--- config.mk ---
export PLATFORM = sky130hd
export DESIGN_NAME = vga_draw_sequencer
export DESIGN_NICKNAME = d
export VERILOG_FILES = /design/src/rtl/vga_draw_sequencer.sv
export SDC_FILE = /design/constraint.sdc
export NUM_CORES = 1
export LEC_CHECK = 0
export BUFFER_PORTS_ARGS = -buffer_cell sky130_fd_sc_hd__buf_4
export CORE_MARGIN = 8
export CORE_UTILIZATION = 48
export DETAILED_ROUTE_END_ITERATION = 8
export GPL_ROUTABILITY_DRIVEN = 0
export PLACE_DENSITY_LB_ADDON = 0.05
export SYNTH_ARGS = -nofsm -noshare
export SYNTH_HDL_FRONTEND = slang
export SYNTH_SLANG_ARGS = --single-unit
--- constraint.sdc ---
create_clock -name clk -period 2.3 [get_ports clk]
set_input_delay 0.115 -clock clk [delete_from_list [all_inputs] [get_ports clk]]
set_output_delay 0.115 -clock clk [all_outputs]
set_load 0.02 [all_outputs]
--- src/rtl/vga_draw_sequencer.sv ---
// Shares the 160x120 VGA pixel-write port between three full-screen draw engines.
// Optional macro VGA_CLIP_EN suppresses VGA_plot for pixels outside X_MAX/Y_MAX.
module vga_draw_sequencer #(
   parameter int unsigned TIMEOUT_CYCLES = 20000,
   parameter int unsigned X_MAX          = 159,
   parameter int unsigned Y_MAX          = 119
) (
   input  logic        clk,
   input  logic        reset,
   input  logic [2:0]  req,
   input  logic        clr_err,
   input  logic [8:0]  eng_colour,
   input  logic [23:0] eng_x,
   input  logic [20:0] eng_y,
   input  logic [2:0]  eng_done,
   output logic [2:0]  grant,
   output logic [2:0]  VGA_Colour,
   output logic [7:0]  VGA_x,
   output logic [6:0]  VGA_y,
   output logic        VGA_plot,
   output logic        busy,
   output logic [2:0]  done_pulse,
   output logic        timeout_err
);

   localparam int unsigned CNT_W = $clog2(TIMEOUT_CYCLES) + 1;
   localparam logic [CNT_W-1:0] CNT_LAST = CNT_W'(TIMEOUT_CYCLES - 1);
   localparam logic [CNT_W-1:0] CNT_SAT  = {CNT_W{1'b1}};
`ifdef VGA_CLIP_EN
   localparam logic CLIP_EN = 1'b1;
`else
   localparam logic CLIP_EN = 1'b0;
`endif

   typedef enum logic [1:0] {S_IDLE, S_DRAW, S_FINISH} state_t;

   state_t           r_state, w_state_nxt;
   logic [1:0]       r_sel, w_sel_nxt, w_req_sel;
   logic [CNT_W-1:0] r_cnt, w_cnt_nxt;
   logic [2:0]       r_grant, w_grant_nxt;
   logic [2:0]       r_colour, w_colour_nxt;
   logic [7:0]       r_x, w_x_nxt;
   logic [6:0]       r_y, w_y_nxt;
   logic             r_plot, w_plot_nxt;
   logic             r_busy, w_busy_nxt;
   logic [2:0]       r_done, w_done_nxt;
   logic             r_err, w_err_nxt;

   logic [2:0]       w_eng_colour;
   logic [7:0]       w_eng_x;
   logic [6:0]       w_eng_y;
   logic             w_eng_done;
   logic             w_in_bounds;

   // Fixed priority: game-over > start screen > game screen
   always_comb begin
      w_req_sel = 2'd1;
      if (req[0]) w_req_sel = 2'd0;
      if (req[2]) w_req_sel = 2'd2;
   end

   // Granted engine's pixel slice
   always_comb begin
      w_eng_colour = eng_colour[2:0];
      w_eng_x      = eng_x[7:0];
      w_eng_y      = eng_y[6:0];
      w_eng_done   = eng_done[0];
      case (r_sel)
         2'd1: begin
            w_eng_colour = eng_colour[5:3];
            w_eng_x      = eng_x[15:8];
            w_eng_y      = eng_y[13:7];
            w_eng_done   = eng_done[1];
         end
         2'd2: begin
            w_eng_colour = eng_colour[8:6];
            w_eng_x      = eng_x[23:16];
            w_eng_y      = eng_y[20:14];
            w_eng_done   = eng_done[2];
         end
         default: ;
      endcase
   end

   assign w_in_bounds = !CLIP_EN || ((w_eng_x <= 8'(X_MAX)) && (w_eng_y <= 7'(Y_MAX)));

   // Next-state and next-output logic
   always_comb begin
      w_state_nxt  = r_state;
      w_sel_nxt    = r_sel;
      w_cnt_nxt    = r_cnt;
      w_grant_nxt  = r_grant;
      w_colour_nxt = r_colour;
      w_x_nxt      = r_x;
      w_y_nxt      = r_y;
      w_plot_nxt   = 1'b0;
      w_busy_nxt   = r_busy;
      w_done_nxt   = 3'b000;
      w_err_nxt    = r_err & ~clr_err;
      case (r_state)
         S_IDLE: begin
            w_grant_nxt = 3'b000;
            w_busy_nxt  = 1'b0;
            if (req != 3'b000) begin
               w_sel_nxt   = w_req_sel;
               w_grant_nxt = 3'b001 << w_req_sel;
               w_busy_nxt  = 1'b1;
               w_cnt_nxt   = '0;
               w_state_nxt = S_DRAW;
            end
         end
         S_DRAW: begin
            w_colour_nxt = w_eng_colour;
            w_x_nxt      = w_eng_x;
            w_y_nxt      = w_eng_y;
            w_cnt_nxt    = (r_cnt == CNT_SAT) ? r_cnt : r_cnt + 1'b1;
            if (w_eng_done) begin
               w_plot_nxt  = w_in_bounds;
               w_grant_nxt = 3'b000;
               w_done_nxt  = 3'b001 << r_sel;
               w_state_nxt = S_FINISH;
            end else if (r_cnt == CNT_LAST) begin
               w_grant_nxt = 3'b000;
               w_busy_nxt  = 1'b0;
               w_err_nxt   = 1'b1;
               w_state_nxt = S_IDLE;
            end else begin
               w_plot_nxt = w_in_bounds;
            end
         end
         S_FINISH: begin
            w_grant_nxt = 3'b000;
            w_busy_nxt  = 1'b0;
            w_state_nxt = S_IDLE;
         end
         default: begin
            w_grant_nxt = 3'b000;
            w_busy_nxt  = 1'b0;
            w_state_nxt = S_IDLE;
         end
      endcase
   end

   always_ff @(posedge clk) begin
      if (!reset) begin
         r_state  <= S_IDLE;
         r_sel    <= 2'd0;
         r_cnt    <= '0;
         r_grant  <= 3'b000;
         r_colour <= 3'b000;
         r_x      <= 8'd0;
         r_y      <= 7'd0;
         r_plot   <= 1'b0;
         r_busy   <= 1'b0;
         r_done   <= 3'b000;
         r_err    <= 1'b0;
      end else begin
         r_state  <= w_state_nxt;
         r_sel    <= w_sel_nxt;
         r_cnt    <= w_cnt_nxt;
         r_grant  <= w_grant_nxt;
         r_colour <= w_colour_nxt;
         r_x      <= w_x_nxt;
         r_y      <= w_y_nxt;
         r_plot   <= w_plot_nxt;
         r_busy   <= w_busy_nxt;
         r_done   <= w_done_nxt;
         r_err    <= w_err_nxt;
      end
   end

   assign grant       = r_grant;
   assign VGA_Colour  = r_colour;
   assign VGA_x       = r_x;
   assign VGA_y       = r_y;
   assign VGA_plot    = r_plot;
   assign busy        = r_busy;
   assign done_pulse  = r_done;
   assign timeout_err = r_err;

endmodule
==> summary.md <==
| Metric | Value |
|---|---|
| Post-cts repair resize count | 0 |
| Slew @ Worst Pin | 0.585 ns |
| Most common cell after layout, fill and taps aside | sky130_fd_sc_hd__buf_4 |
| Final Net Count | roughly 430 |
| Starting utilization of the core area | 0.493 |
| Leakage component of the power | ~1.3 nW |
| Total number of vias | about 2600 |
| Worst setup skew after layout | between 0.01 and 0.015 ns |
| Crit path time final | between 2 and 2.5 ns |
| Count of non-filler cells in the finished layout | 418 |
| CTS sink count | 47 |
| RSZ-0062 raised after global routing | false |
| Biggest fanout along the worst timing path | 5 |
| Relative slew slack | 0.607 |
| Core outline area | between 4000 and 5000 um^2 |
| Clock share of power | 0.296 |
| Combinational cell fraction of total power | 0.276 |
| Global-route wire length before repair | approximately 12000 um |
| # diodes | 0 |
| Antenna violations before repair | 0 |
| Final Cycle Share | 0.943 |
| FF-to-FF path depth | 5 |
| H-tree depth | 2 |
| Clock tree from TritonCTS | yes |
| Number of cells in the design after placement | between 400 and 500 |
| Required time worst endpoint | between 2 and 3 ns |
| TritonCTS Buffers | 5 |
| EDFF count, synth | 0 |
| Detailed placer's ending HPWL | around 5400 um |
| Sw Ratio | 0.309 |
| Top library cells by usage in the layout, fill and taps aside | 107 x sky130_fd_sc_hd__buf_4, 47 x sky130_fd_sc_hd__dfxtp_1, 31 x sky130_fd_sc_hd__nand2_1 |
| Setup WS pre-CTS | between 0.15 and 0.2 ns |
| Final WS setup | approximately 0.13 ns |
| Number of unique standard cell types used by synthesis | 41 |
| Layout area overhead | 39.2% |
| Number of warnings printed during yosys synthesis | 0 |
| Largest net degree at the start of global routing | 19 |
| Power per cell area | approximately 650 nW/um^2 |
| R2r endpoint | r_cnt[2]$_SDFFE_PN0P_ |
| Psw | 652 uW |
| Final ANT Viol Nets | 0 |
| Sequential Power Share | 0.428 |
| Post-synthesis sequential area ratio | 0.406 |
| Avg Inst Size Synth | approximately 8.6 um^2 |
| Number of nets in the synthesized netlist | 336 |
| Crit path launch type | register |
| Worst Hold Path EP | timeout_err$_SDFF_PN0_ |
| Post-CTS Hold Buffers | 0 |
| Type of the most critical hold path | primary input to register |
| Setup-failing EPs final | 0 |
| Worst setup EP type | register |
| Area of placed instances | about 3100 um^2 |
| Category of the most critical setup path | register to register |
| Clock latency reported for the late side of the worst-skew pair | roughly 0.31 ns |
| Number of optimization iterations in the first detailed-route pass | 5 |
| Synthesized netlist cell count | 270 |
| Syn Std Cell Area | ~2300 um^2 |
| Number of top-level design ports | 90 |
| Total routing usage reported by global routing | 0.201 |
| Share of cells above drive strength 1 | 0.330 |
| Count of port buffers added during placement | 89 |
| Master cell of the clock root buffer | sky130_fd_sc_hd__clkbuf_8 |
| Internal | 1.46 mW |
| Width of the chip | around 85 um |
| Dominant register cell in the synthesized netlist | sky130_fd_sc_hd__dfxtp_1 |
| Final count of hold timing violations | 0 |
| Routed length per placed instance | between 15 and 20 um |
| Setup slack of the worst register-to-register path | 0.13 ns |
| Maximum count of clock buffers along a single path | 2 |
| Max-cap check violation count | 0 |
| Number of global-route vias before repair | about 2500 |
| Critical register-to-register path startpoint | r_cnt[0]$_SDFFE_PN0P_ |
| Layout Cell Area excl Fill | about 3200 um^2 |
| Endpoint arrival time on the critical path | ~2.4 ns |
| Async S/R FF share, synth | 0 |
| Startpoint of the worst hold path | clr_err |
| Upper clock frequency limit | roughly 460 MHz |
| Avg Vias per Cell | 6.10 |
| Seq cells post-synth | 47 |
| Total routed wirelength | 7290 um |
| Worst hold path cell count | 3 |
| Number of DRC markers in iteration 0 | between 150 and 200 |
| Clock-pin slew of the registers on the worst-case setup and hold paths | approximately 0.1 ns |
| Overall die area | between 7000 and 8000 um^2 |
| Die height | 85.4 um |
| Number of core rows | 25 |
| Remaining routing DRC violations | 0 |
| Peak supply drop | roughly 560 uV |
| Total negative slack | 0 ns |
| Post-CTS setup buffer count | 0 |
| Result of the run | finished clean |
| GRT overflow | 0 |
| Final count of pins violating max slew | 0 |
[critical path, stage by stage (launching register included)]
cell and delay, ns:
sky130_fd_sc_hd__dfxtp_1 0.38, sky130_fd_sc_hd__ha_1 0.31, sky130_fd_sc_hd__nand4_4 0.12, sky130_fd_sc_hd__or4_1 0.58
sky130_fd_sc_hd__or3_4 0.43, sky130_fd_sc_hd__a311oi_2 0.26
[flip-flops by register name (all words and copies together), names as in the netlist]
name	count
VGA_Colour	3
VGA_plot	1
VGA_x	8
VGA_y	7
busy	1
done_pulse	3
grant	3
r_cnt	16
r_sel	2
r_state	2
timeout_err	1
[worst max-delay path by stage]
stage	startpoint	to	slack, ns	cells past startpoint
final	r_cnt[0]$_SDFFE_PN0P_	r_cnt[2]$_SDFFE_PN0P_	0.13	5
after global routing	r_cnt[0]$_SDFFE_PN0P_	r_cnt[2]$_SDFFE_PN0P_	0.002	5
after CTS	r_cnt[0]$_SDFFE_PN0P_	r_cnt[2]$_SDFFE_PN0P_	0.14	5
after detailed placement	r_cnt[0]$_SDFFE_PN0P_	r_cnt[2]$_SDFFE_PN0P_	0.20	5
after global placement	r_cnt[0]$_SDFFE_PN0P_	r_cnt[2]$_SDFFE_PN0P_	0.29	5
after floorplan	r_cnt[0]$_SDFFE_PN0P_	r_cnt[2]$_SDFFE_PN0P_	0.20	6
[per-stage QoR]
| step | util | hold WS, ns | total power [mW] |
|---|---|---|---|
| after floorplan | - | 0.270 | 1.24 |
| after global placement | 0.662 | 0.380 | 1.49 |
| after detailed placement | 0.662 | 0.385 | 1.50 |
| after CTS | 0.687 | 0.0617 | 2.13 |
| after global routing | 0.687 | 0.0628 | 2.22 |
| final | 0.687 | 0.0685 | 2.11 |
[layer usage]
| metal | share of wire | GRT usage | vias to the layer above |
|---|---|---|---|
| li1 | - | - | 1255 |
| met1 | 0.42 | 0.245 | 1177 |
| met2 | 0.50 | 0.332 | 107 |
| met3 | 0.069 | 0.0589 | 11 |
| met4 | 0.016 | 0.0541 | 0 |
| met5 | 0 | 0 | - |
[power by group through the flow]
stage | registers [mW] | logic [mW] | clock network (mW)
global route | 0.909 | 0.637 | 0.670
global placement | 0.917 | 0.576 | 0
detailed placement | 0.920 | 0.584 | 0
finish | 0.902 | 0.583 | 0.625
floorplan | 0.973 | 0.266 | 0
CTS | 0.901 | 0.585 | 0.642
[cell type report]
cell class / instances / area, um^2
multi-input cells: 197 / 1280
repair buffers: 107 / 803
clock buffers: 5 / 68.8
flip-flops and latches: 47 / 941
fillers: 422 / 1470
inverters: 5 / 18.8
well taps: 54 / 67.6
clock inverters: 3 / 46.3
[synthesized netlist by cell type, drive strengths merged, types with 5 or more instances]
master | instances | area [um^2]
a221o | 19 | 190
a31oi | 11 | 68.8
dfxtp | 47 | 941
or3 | 6 | 42.5
a21oi | 27 | 135
nand2 | 31 | 116
clkbuf | 19 | 72.6
nor4 | 10 | 68.8
o211ai | 25 | 188
nor2 | 9 | 33.8
nand4 | 8 | 65.1
o21ai | 12 | 60.1
or4 | 5 | 37.5
[kinds of logic after synthesis]
group | share of synthesized area
AND/OR/NAND/NOR | 0.204
multiplexers | 0.00432
flip-flops | 0.406
adder cells (fa/ha/maj) | 0.0162
buffers and inverters | 0.0427
AO/OA/AOI/OAI | 0.326
(Power assumes the default switching activity.)
